## config.mk

```make
export PLATFORM = sky130hd
export DESIGN_NAME = dsp_subtractor_pipe
export DESIGN_NICKNAME = d
export VERILOG_FILES = /design/src/rtl/dsp_subtractor_pipe.sv
export SDC_FILE = /design/constraint.sdc
export NUM_CORES = 1
export LEC_CHECK = 0
export ABC_CLOCK_PERIOD_IN_PS = 2800
export BUFFER_PORTS_ARGS = -buffer_cell sky130_fd_sc_hd__buf_4
export CORE_UTILIZATION = 55
export CTS_CLUSTER_SIZE = 40
export DETAILED_ROUTE_END_ITERATION = 12
export PLACE_DENSITY = 0.81
export SLEW_MARGIN = 0
export SYNTH_ARGS = -nofsm -noshare
export SYNTH_HDL_FRONTEND = slang
export SYNTH_SLANG_ARGS = --single-unit
```

## constraint.sdc

```tcl
create_clock -name clk -period 2.8 [get_ports clk]
set_input_delay 0.28 -clock clk [delete_from_list [all_inputs] [get_ports clk]]
set_output_delay 0.28 -clock clk [all_outputs]
set_load 0.05 [all_outputs]
```

## src/rtl/dsp_subtractor_pipe.sv

```systemverilog
// -----------------------------------------------------------------------------
// dsp_subtractor_pipe
//   Two-stage pipelined subtractor: diff = minuend - subtrahend, computed as
//   minuend + ~subtrahend + 1 modulo 2^WIDTH.
//   The carry chain is split into two halves:
//     S1 registers the low-half sum, its carry-out, and the high halves of A and ~B.
//     S2 adds the high halves plus that carry and registers the result.
//   Valid/ready handshakes are used on both sides. Throughput is one result per
//   cycle. At most two results are held under backpressure.
//
// Parameters
//   WIDTH       operand/result width. It must be even; each half is WIDTH/2 bits.
//
// Ports
//   clk         system clock; all state updates on the rising edge
//   reset       asynchronous, active-high; clears all pipeline state
//   in_valid    operand pair present
//   in_ready    pipeline accepts an operand pair this cycle (combinational)
//   minuend     operand A
//   subtrahend  operand B
//   out_valid   result present (S2 valid bit)
//   out_ready   consumer takes the result this cycle
//   diff        A - B modulo 2^WIDTH, driven directly from an S2 register
//   flags       {zero, negative, borrow, overflow}; only with DSPSUB_FLAGS_EN
//
// Configuration
//   DSPSUB_FLAGS_EN  When defined, the flags port and its S2 register exist.
//                    When undefined, there is no flag logic at all.
// -----------------------------------------------------------------------------
module dsp_subtractor_pipe #(
    parameter int WIDTH = 32
) (
    input  logic             clk,
    input  logic             reset,
    input  logic             in_valid,
    output logic             in_ready,
    input  logic [WIDTH-1:0] minuend,
    input  logic [WIDTH-1:0] subtrahend,
    output logic             out_valid,
    input  logic             out_ready,
`ifdef DSPSUB_FLAGS_EN
    output logic [3:0]       flags,
`endif
    output logic [WIDTH-1:0] diff
);

    localparam int HALF = WIDTH / 2;

`ifdef DSPSUB_FLAGS_EN
    // Status flags for branch compare: {zero, negative, borrow, overflow}.
    // borrow is the inverted final carry (A < B unsigned).
    function automatic logic [3:0] calc_flags(
        input logic [WIDTH-1:0] d,
        input logic             c_out,
        input logic             a_msb,
        input logic             b_msb
    );
        logic zero_f;
        logic neg_f;
        logic borrow_f;
        logic ovf_f;
        zero_f   = (d == {WIDTH{1'b0}});
        neg_f    = d[WIDTH-1];
        borrow_f = ~c_out;
        ovf_f    = (a_msb ^ b_msb) & (d[WIDTH-1] ^ a_msb);
        return {zero_f, neg_f, borrow_f, ovf_f};
    endfunction
`endif

    // S1 state
    logic            s1_valid_r;
    logic [HALF-1:0] s1_lo_sum_r;
    logic            s1_c_lo_r;
    logic [HALF-1:0] s1_a_hi_r;
    logic [HALF-1:0] s1_nb_hi_r;
`ifdef DSPSUB_FLAGS_EN
    logic            s1_a_msb_r;
    logic            s1_b_msb_r;
    logic [3:0]      s2_flags_r;
    logic            c_hi_s;
    logic [3:0]      flags_next_s;
`endif

    // S2 state
    logic             s2_valid_r;
    logic [WIDTH-1:0] s2_diff_r;

    // Combinational datapath and handshake
    logic [HALF-1:0]  lo_sum_s;
    logic             lo_c_s;
    logic [HALF-1:0]  hi_sum_s;
    logic [WIDTH-1:0] diff_next_s;
    logic             s1_load_s;
    logic             s2_load_s;

    // Handshake: S2 refills when empty or draining; in_ready never depends on in_valid.
    always_comb begin
        s2_load_s = s1_valid_r & (~s2_valid_r | out_ready);
        in_ready  = ~s1_valid_r | s2_load_s;
        s1_load_s = in_valid & in_ready;
    end

    // Low half of A + ~B + 1; the +1 enters as the low-half carry-in.
    always_comb begin
        {lo_c_s, lo_sum_s} = {1'b0, minuend[HALF-1:0]}
                           + {1'b0, ~subtrahend[HALF-1:0]}
                           + {{HALF{1'b0}}, 1'b1};
    end

`ifdef DSPSUB_FLAGS_EN
    // High half adds the registered low-half carry. The final carry feeds borrow.
    always_comb begin
        {c_hi_s, hi_sum_s} = {1'b0, s1_a_hi_r} + {1'b0, s1_nb_hi_r}
                           + {{HALF{1'b0}}, s1_c_lo_r};
        diff_next_s  = {hi_sum_s, s1_lo_sum_r};
        flags_next_s = calc_flags(diff_next_s, c_hi_s, s1_a_msb_r, s1_b_msb_r);
    end
`else
    // High half adds the registered low-half carry. The final carry is not needed.
    always_comb begin
        hi_sum_s    = s1_a_hi_r + s1_nb_hi_r + {{(HALF-1){1'b0}}, s1_c_lo_r};
        diff_next_s = {hi_sum_s, s1_lo_sum_r};
    end
`endif

    // S1 register: capture the low-half result and high-half operands on input transfer.
    always_ff @(posedge clk or posedge reset) begin
        if (reset) begin
            s1_valid_r  <= 1'b0;
            s1_lo_sum_r <= {HALF{1'b0}};
            s1_c_lo_r   <= 1'b0;
            s1_a_hi_r   <= {HALF{1'b0}};
            s1_nb_hi_r  <= {HALF{1'b0}};
`ifdef DSPSUB_FLAGS_EN
            s1_a_msb_r  <= 1'b0;
            s1_b_msb_r  <= 1'b0;
`endif
        end else begin
            if (s1_load_s) begin
                s1_valid_r  <= 1'b1;
                s1_lo_sum_r <= lo_sum_s;
                s1_c_lo_r   <= lo_c_s;
                s1_a_hi_r   <= minuend[WIDTH-1:HALF];
                s1_nb_hi_r  <= ~subtrahend[WIDTH-1:HALF];
`ifdef DSPSUB_FLAGS_EN
                s1_a_msb_r  <= minuend[WIDTH-1];
                s1_b_msb_r  <= subtrahend[WIDTH-1];
`endif
            end else if (s2_load_s) begin
                s1_valid_r <= 1'b0;
            end else begin
                s1_valid_r <= s1_valid_r;
            end
        end
    end

    // S2 register: load from S1 when it advances; otherwise drop valid on output transfer.
    // The result data is held unchanged while stalled.
    always_ff @(posedge clk or posedge reset) begin
        if (reset) begin
            s2_valid_r <= 1'b0;
            s2_diff_r  <= {WIDTH{1'b0}};
`ifdef DSPSUB_FLAGS_EN
            s2_flags_r <= 4'b0000;
`endif
        end else begin
            if (s2_load_s) begin
                s2_valid_r <= 1'b1;
                s2_diff_r  <= diff_next_s;
`ifdef DSPSUB_FLAGS_EN
                s2_flags_r <= flags_next_s;
`endif
            end else if (out_ready) begin
                s2_valid_r <= 1'b0;
            end else begin
                s2_valid_r <= s2_valid_r;
            end
        end
    end

    // Outputs come straight from S2 registers.
    always_comb begin
        out_valid = s2_valid_r;
        diff      = s2_diff_r;
`ifdef DSPSUB_FLAGS_EN
        flags     = s2_flags_r;
`endif
    end

endmodule

```

==> flow_summary.yaml, run 1 <==
routing:
  routed_via_density: 5.54
  ant_nets: 0
  num_vias: 3929
  remaining_drc_errors: 0
  wl_per_cell_um: 14.6
  drtIter0Drc: 155
  drt-total-wl_um: 10300
  dr.pass1.iters: 8
setup_path:
  critPathMaxFanout: 4
  worstPathRequired_ns: 3.04
  critPathArrivalTime_ns: 2.91
  reg2reg_from: "s1_c_lo_r$_DFFE_PP0P_"
  crit_start: "s1_c_lo_r$_DFFE_PP0P_"
  worst_setup_path_end_kind: "flop"
  crit_type: "reg -> reg"
  crit_path_start_kind: "flop"
grt:
  antenna_found_initial: 0
  grt_start_max_net_pins: 48
  track_usage: 0.250
  grt_pass1_wl_um: 17400
  grt_overflow_total: 0
  grt_pass1_vias: 3784
timing:
  hold_viol: 0
  maxSlewViolCount: 0
  fmax_ghz: 0.374
  post-route-min-period_ns: 2.67
  fin_crit_sh: 0.955
  grt_setup_unrepaired: "false"
  tightest_slew_ns: 0.783
  slew_headroom: 0.478
  skew_ns: 0.0120
  setup_violations: 0
  setup_tns_ns: 0
finish:
  layout_commonest_cell: "nand2_1"
  antenna_cells: 0
  layout_common_cells: "nand2_1 (109), buf_4 (105), dfrtp_1 (83), o21ai_0 (54), ha_1 (30)"
  final-seq-area_mm2: 0.00208
  syn_to_final_growth_pct: 21.3
  n_fill_cell: 676
  fin_util: 0.691
  nets: 700
  drive_above_1_share: 0.253
  multiInputGateArea_mm2: 0.00241
floorplan:
  chipHeight_um: 94.5
  die_area_mm2: 0.00893
  die_w_um: 94.5
  num_rows: 33
  ios: 102
  core_area_mm2: 0.00826
  initial_utilization: 0.570
yosys:
  synth_edf_count: 0
  synth_ff_type: "dfrtp_1"
  async_reset_ff_frac: 1.00
  synth_area_per_cell_um2: 9.28
  synth_nets: 608
  synth_top_area_frac: 0.441
  ys_types: 52
  synth_seq_cells: 83
  netlist_instances: 507
  ys_top_cells_by_area: "dfrtp_1 (44%), nand2_1 (8.9%), ha_1 (8.0%), o21ai_0 (5.7%), mux2_2 (4.3%)"
  yosys.area.top_type: "dfrtp_1"
  ys_seq_area_frac: 0.441
  netlist_area_mm2: 0.00470
  ys_warn_count: 0
clock_network:
  path_clk_slew_ns: 0.09
  hold_buffers: 0
  clock_latency_ns: 0.37
  cts_resized: 0
  cts_max_path_buffers: 2
  cts_tree: "done"
  cts-buffers-inserted: 9
  cts.sinks: 83
  clockRootBuffer: "clkbuf_8"
  cts_setup_buffers: 0
  cts_max_level: 3
placed_design:
  port_buffers: 101
  gp_congestion: 0.927
  hpwlAfterDp_um: 7890
worst_hold_path:
  hold_class: "in -> async"
job:
  maxCapViolations: 0
power_and_ir_drop:
  powerDensity_mw_per_mm2: 800
  p_leak_nw: 2.83
  ir_drop_uv: 409
outcome:
  outcome: "complete, no violations"
flip-flops by register name (all words and copies together) (netlist names):
register,flops
s1_lo_sum_r,16
s1_a_hi_r,16
s1_valid_r,1
out_valid,1
s1_nb_hi_r,16
s1_c_lo_r,1
diff,32
layer usage:
metal,part of all wire,vias to the layer above,track usage
met3,0.057,20,0.0395
met2,0.51,145,0.436
li1,-,1929,-
met1,0.42,1835,0.315
met4,0.017,0,0.0896
met5,0,-,0
path summary, 6_finish.rpt:
kind,cells past startpoint,slack [ns],end
max,9,0.13,diff[28]$_DFFE_PP0P_
min,2,0.02,diff[16]$_DFFE_PP0P_
max reg2reg,9,0.13,diff[28]$_DFFE_PP0P_
min reg2reg,2,0.48,s1_lo_sum_r[6]$_DFFE_PP0P_
max in group asynchronous,3,2.01,diff[27]$_DFFE_PP0P_
min in group clk,2,0.09,s1_nb_hi_r[4]$_DFFE_PP0P_
area by class of cell:
class	instances	area share
inverter	24	0.0160
tap	105	0.0230
clock inverter	7	0.0116
multi-input combinational	375	0.422
sequential	83	0.364
timing repair buffer	106	0.142
clock buffer	9	0.0217
where the power goes:
group	internal, W	switching, W
sequential	0.00149	0.000172
combinational	0.000742	0.00131
clock	0.000347	0.000497
metrics by stage:
step | power (W) | cells | setup WS, ns | hold slack (ns) | cell area (um2)
finish | 0.00457 | 709 | 0.126 | 0.0200 | 5710
global route | 0.00482 | 709 | 0.0358 | 0.0867 | 5710
CTS | 0.00458 | 709 | 0.147 | 0.0468 | 5710
detailed placement | 0.00375 | 693 | 0.220 | 0.447 | 5520
global placement | 0.00368 | 693 | 0.337 | 0.434 | 5520
floorplan | 0.00315 | 507 | 0.383 | 0.385 | 4700
cells in the mapped netlist (all sizes together) (7+ instances only):
cell and count:
nand2 111, a21o 8, mux2 18, dfrtp 83, xor2 11, a21oi 28, nor2 14, o21ai 55
nor3 7, nand3 9, inv 24, clkbuf 14, buf 11, xnor2 13, ha 30
worst max-delay path, cell delays in order, from the launching register on:
cell and delay, ns:
dfrtp_1 0.41, fa_1 0.49, inv_1 0.11, fa_1 0.21, nor2b_1 0.07, o31ai_1 0.42, a21oi_2 0.17, a21oi_1 0.20
nor4b_1 0.08, or3_1 0.39
cell families after synthesis:
family,Yosys count,share of synthesized area
compound gates,124,0.163
flops,83,0.441
buf+inv,49,0.0473
fa+ha+maj,33,0.0926
mux,19,0.0452
simple gates,175,0.166
xor+xnor,24,0.0447
Power figures use the tool's default switching activity.
==> run 2: changes to the inputs <==
--- a/config.mk
+++ b/config.mk
@@ -5,9 +5,10 @@
 export SDC_FILE = /design/constraint.sdc
 export NUM_CORES = 1
 export LEC_CHECK = 0
+export ABC_AREA = 1
 export ABC_CLOCK_PERIOD_IN_PS = 2800
 export BUFFER_PORTS_ARGS = -buffer_cell sky130_fd_sc_hd__buf_4
-export CORE_UTILIZATION = 55
+export CORE_UTILIZATION = 56
 export CTS_CLUSTER_SIZE = 40
 export DETAILED_ROUTE_END_ITERATION = 12
 export PLACE_DENSITY = 0.81
==> run 2 against run 1 <==
  * The run now ends with negative hold slack left
  * Highest routed layer unchanged
  * Die area grew 4.7%
  * Critical path depth grew 2
  * Synthesized cell count rose by 41%
  * Global-route usage is 0.82 points higher
  * Largest cell class unchanged
==> flow_summary.yaml, run 2 <==
outcome:
  outcome: "complete, but fails checks"
  violations: "negative hold slack"
routing:
  num_vias: 4638
  drtIter0Drc: 170
  routed_via_density: 5.02
  remaining_drc_errors: 0
  ant_nets: 0
  dr.pass1.iters: 5
  wl_per_cell_um: 12.3
  drt-total-wl_um: 11400
yosys:
  synth_area_per_cell_um2: 7.04
  ys_types: 25
  ys_warn_count: 0
  async_reset_ff_frac: 1.00
  synth_seq_cells: 83
  synthMostInstantiatedCell: "nand2_1"
  synth_commonest_cells: "nand2_1 (318), inv_1 (108), dfrtp_1 (83), nand3_1 (40), o21ai_0 (37)"
  synth_nets: 814
  ys_seq_area_frac: 0.414
  synth_edf_count: 0
  yosys.area.top_type: "dfrtp_1"
  synth_top_area_frac: 0.414
  ys_top_cells_by_area: "dfrtp_1 (41%), nand2_1 (24%), inv_1 (8.1%), ha_1 (7.5%), nand3_1 (4.0%)"
  netlist_area_mm2: 0.00502
  synth_ff_type: "dfrtp_1"
  netlist_instances: 713
timing:
  maxSlewViolCount: 0
  setup_tns_ns: 0
  whs_ns: -0.00748
  slew_headroom: 0.463
  skew_ns: 0.0124
  post-route-min-period_ns: 1.90
  fmax_ghz: 0.527
  fin_crit_sh: 0.677
  setup_violations: 0
  grt_setup_unrepaired: "false"
  tightest_slew_ns: 0.805
  hold_viol: 3
floorplan:
  chipHeight_um: 96.7
  initial_utilization: 0.576
  die_w_um: 96.7
  die_area_mm2: 0.00935
  core_area_mm2: 0.00872
  num_rows: 34
  ios: 102
setup_path:
  worst_setup_path_end_kind: "flop"
  crit_type: "reg -> reg"
  path_cells: "fa_1 > inv_1 > fa_1 > inv_1 > nand3_1 > nand3_1 > nand2_1 > nand3_1 > nand2_1 > nand2_1 > o21ai_0"
  critPathArrivalTime_ns: 2.18
  r2r_slack_ns: 0.90
  crit_path_start_kind: "flop"
  slowest_delay_ns: 0.44
  worstPathRequired_ns: 3.08
  critPathMaxFanout: 3
  path_buf_inv: 2
  path_delay_family: "adder cells"
  slowest_stage: "fa_1"
finish:
  drive_above_1_share: 0.157
  nets: 913
  fin_util: 0.694
  layout_common_cells: "nand2_1 (317), inv_1 (107), buf_4 (103), dfrtp_1 (83), nand3_1 (40)"
  n_fill_cell: 745
  largest_reg_flops: 32
  antenna_cells: 0
  syn_to_final_growth_pct: 20.5
  layout_commonest_cell: "nand2_1"
grt:
  grt_start_max_net_pins: 84
  antenna_found_initial: 0
  grt_overflow_total: 0
  grt_pass1_vias: 4476
  grt_pass1_wl_um: 19800
  track_usage: 0.259
power_and_ir_drop:
  p_int_w: 0.00271
  switchingPower_w: 0.00215
  p_sw_frac: 0.442
  power.clock.fraction: 0.191
  pwr-share-comb: 0.455
  ir_drop_uv: 400
  powerDensity_mw_per_mm2: 802
  seqPwrFrac: 0.353
  p_leak_nw: 3.56
clock_network:
  clockRootBuffer: "clkbuf_8"
  cts_max_path_buffers: 2
  hold_buffers: 0
  cts_resized: 0
  path_clk_slew_ns: 0.08
  cts.sinks: 83
  cts_setup_buffers: 0
  cts-buffers-inserted: 9
  clock_latency_ns: 0.36
  cts_tree: "done"
  cts_max_level: 3
job:
  maxCapViolations: 0
worst_hold_path:
  hold_class: "in -> async"
placed_design:
  gp_congestion: 0.919
  hpwlAfterDp_um: 8520
  port_buffers: 101
==> run 2: cell count changes in the layout (fill, tap and decap cells not counted), sizes merged, moves of 10 or more <==
| cell | change |
|---|---|
| o21ai | -18 |
| a21oi | -12 |
| nand3 | +34 |
| mux2 | -18 |
| inv | +80 |
| nand2 | +210 |
| nor2 | +14 |
| xnor2 | -10 |
==> run 2: routing by layer <==
layer | share of wire | track usage
met1 | 0.43 | 0.322
met2 | 0.51 | 0.457
met3 | 0.036 | 0.0318
met4 | 0.024 | 0.101
met5 | 0 | 0
==> run 2: power groups by stage <==
stage | Clock, W | Sequential, W | Combinational (W)
2_1_floorplan | 0 | 0.00238 | 0.000896
3_3_place_gp | 0 | 0.00172 | 0.00218
5_1_grt | 0.000975 | 0.00175 | 0.00242
6_report | 0.000929 | 0.00171 | 0.00221
3_5_place_dp | 0 | 0.00174 | 0.00221
4_1_cts | 0.000940 | 0.00171 | 0.00222
==> run 2: cell families after synthesis <==
logic type                 share of synthesized area
adders and majority gates                     0.0867
buffers and inverters                          0.102
DFF                                            0.414
xor gates and xnor gates                     0.00872
and+or+nand+nor                                0.333
AOI/OAI and AO/OA                             0.0553
==> run 2: final cells by class <==
class                      instances  area, um2  area share
clock inverter                     5       80.1      0.0132
inverter                         109        410      0.0678
sequential                        83       2080       0.343
clock buffer                       9        124      0.0205
multi-input combinational        505       2430       0.402
timing repair buffer             104        793       0.131
tap                              108        135      0.0223
==> run 2: worst min-delay path: stages <==
cell and delay (ns):
buf_4 0.11, clkinv_2 0.05, buf_12 0.34
==> run 2: path summary, 6_finish.rpt <==
kind | depth (start not counted) | to | startpoint
worst max-delay path | 11 | diff[24]$_DFFE_PP0P_ | s1_c_lo_r$_DFFE_PP0P_
worst min-delay path | 3 | diff[15]$_DFFE_PP0P_ | reset
worst max register to register | 11 | diff[24]$_DFFE_PP0P_ | s1_c_lo_r$_DFFE_PP0P_
worst min register to register | 2 | diff[9]$_DFFE_PP0P_ | s1_lo_sum_r[9]$_DFFE_PP0P_
max in group asynchronous | 3 | s1_a_hi_r[7]$_DFFE_PP0P_ | reset
min in group clk | 2 | s1_nb_hi_r[4]$_DFFE_PP0P_ | subtrahend[20]
==> run 2: per-stage QoR <==
stage	std cells	hold slack, ns	setup slack (ns)	power, W	instance area [um2]
after floorplan	713	0.389	0.383	0.00327	5020
after global placement	909	0.405	0.963	0.00390	5850
after detailed placement	909	0.413	0.918	0.00395	5850
after CTS	923	0.0280	0.905	0.00488	6050
after global routing	923	0.0410	0.684	0.00515	6050
final	923	-0.00748	0.903	0.00485	6050
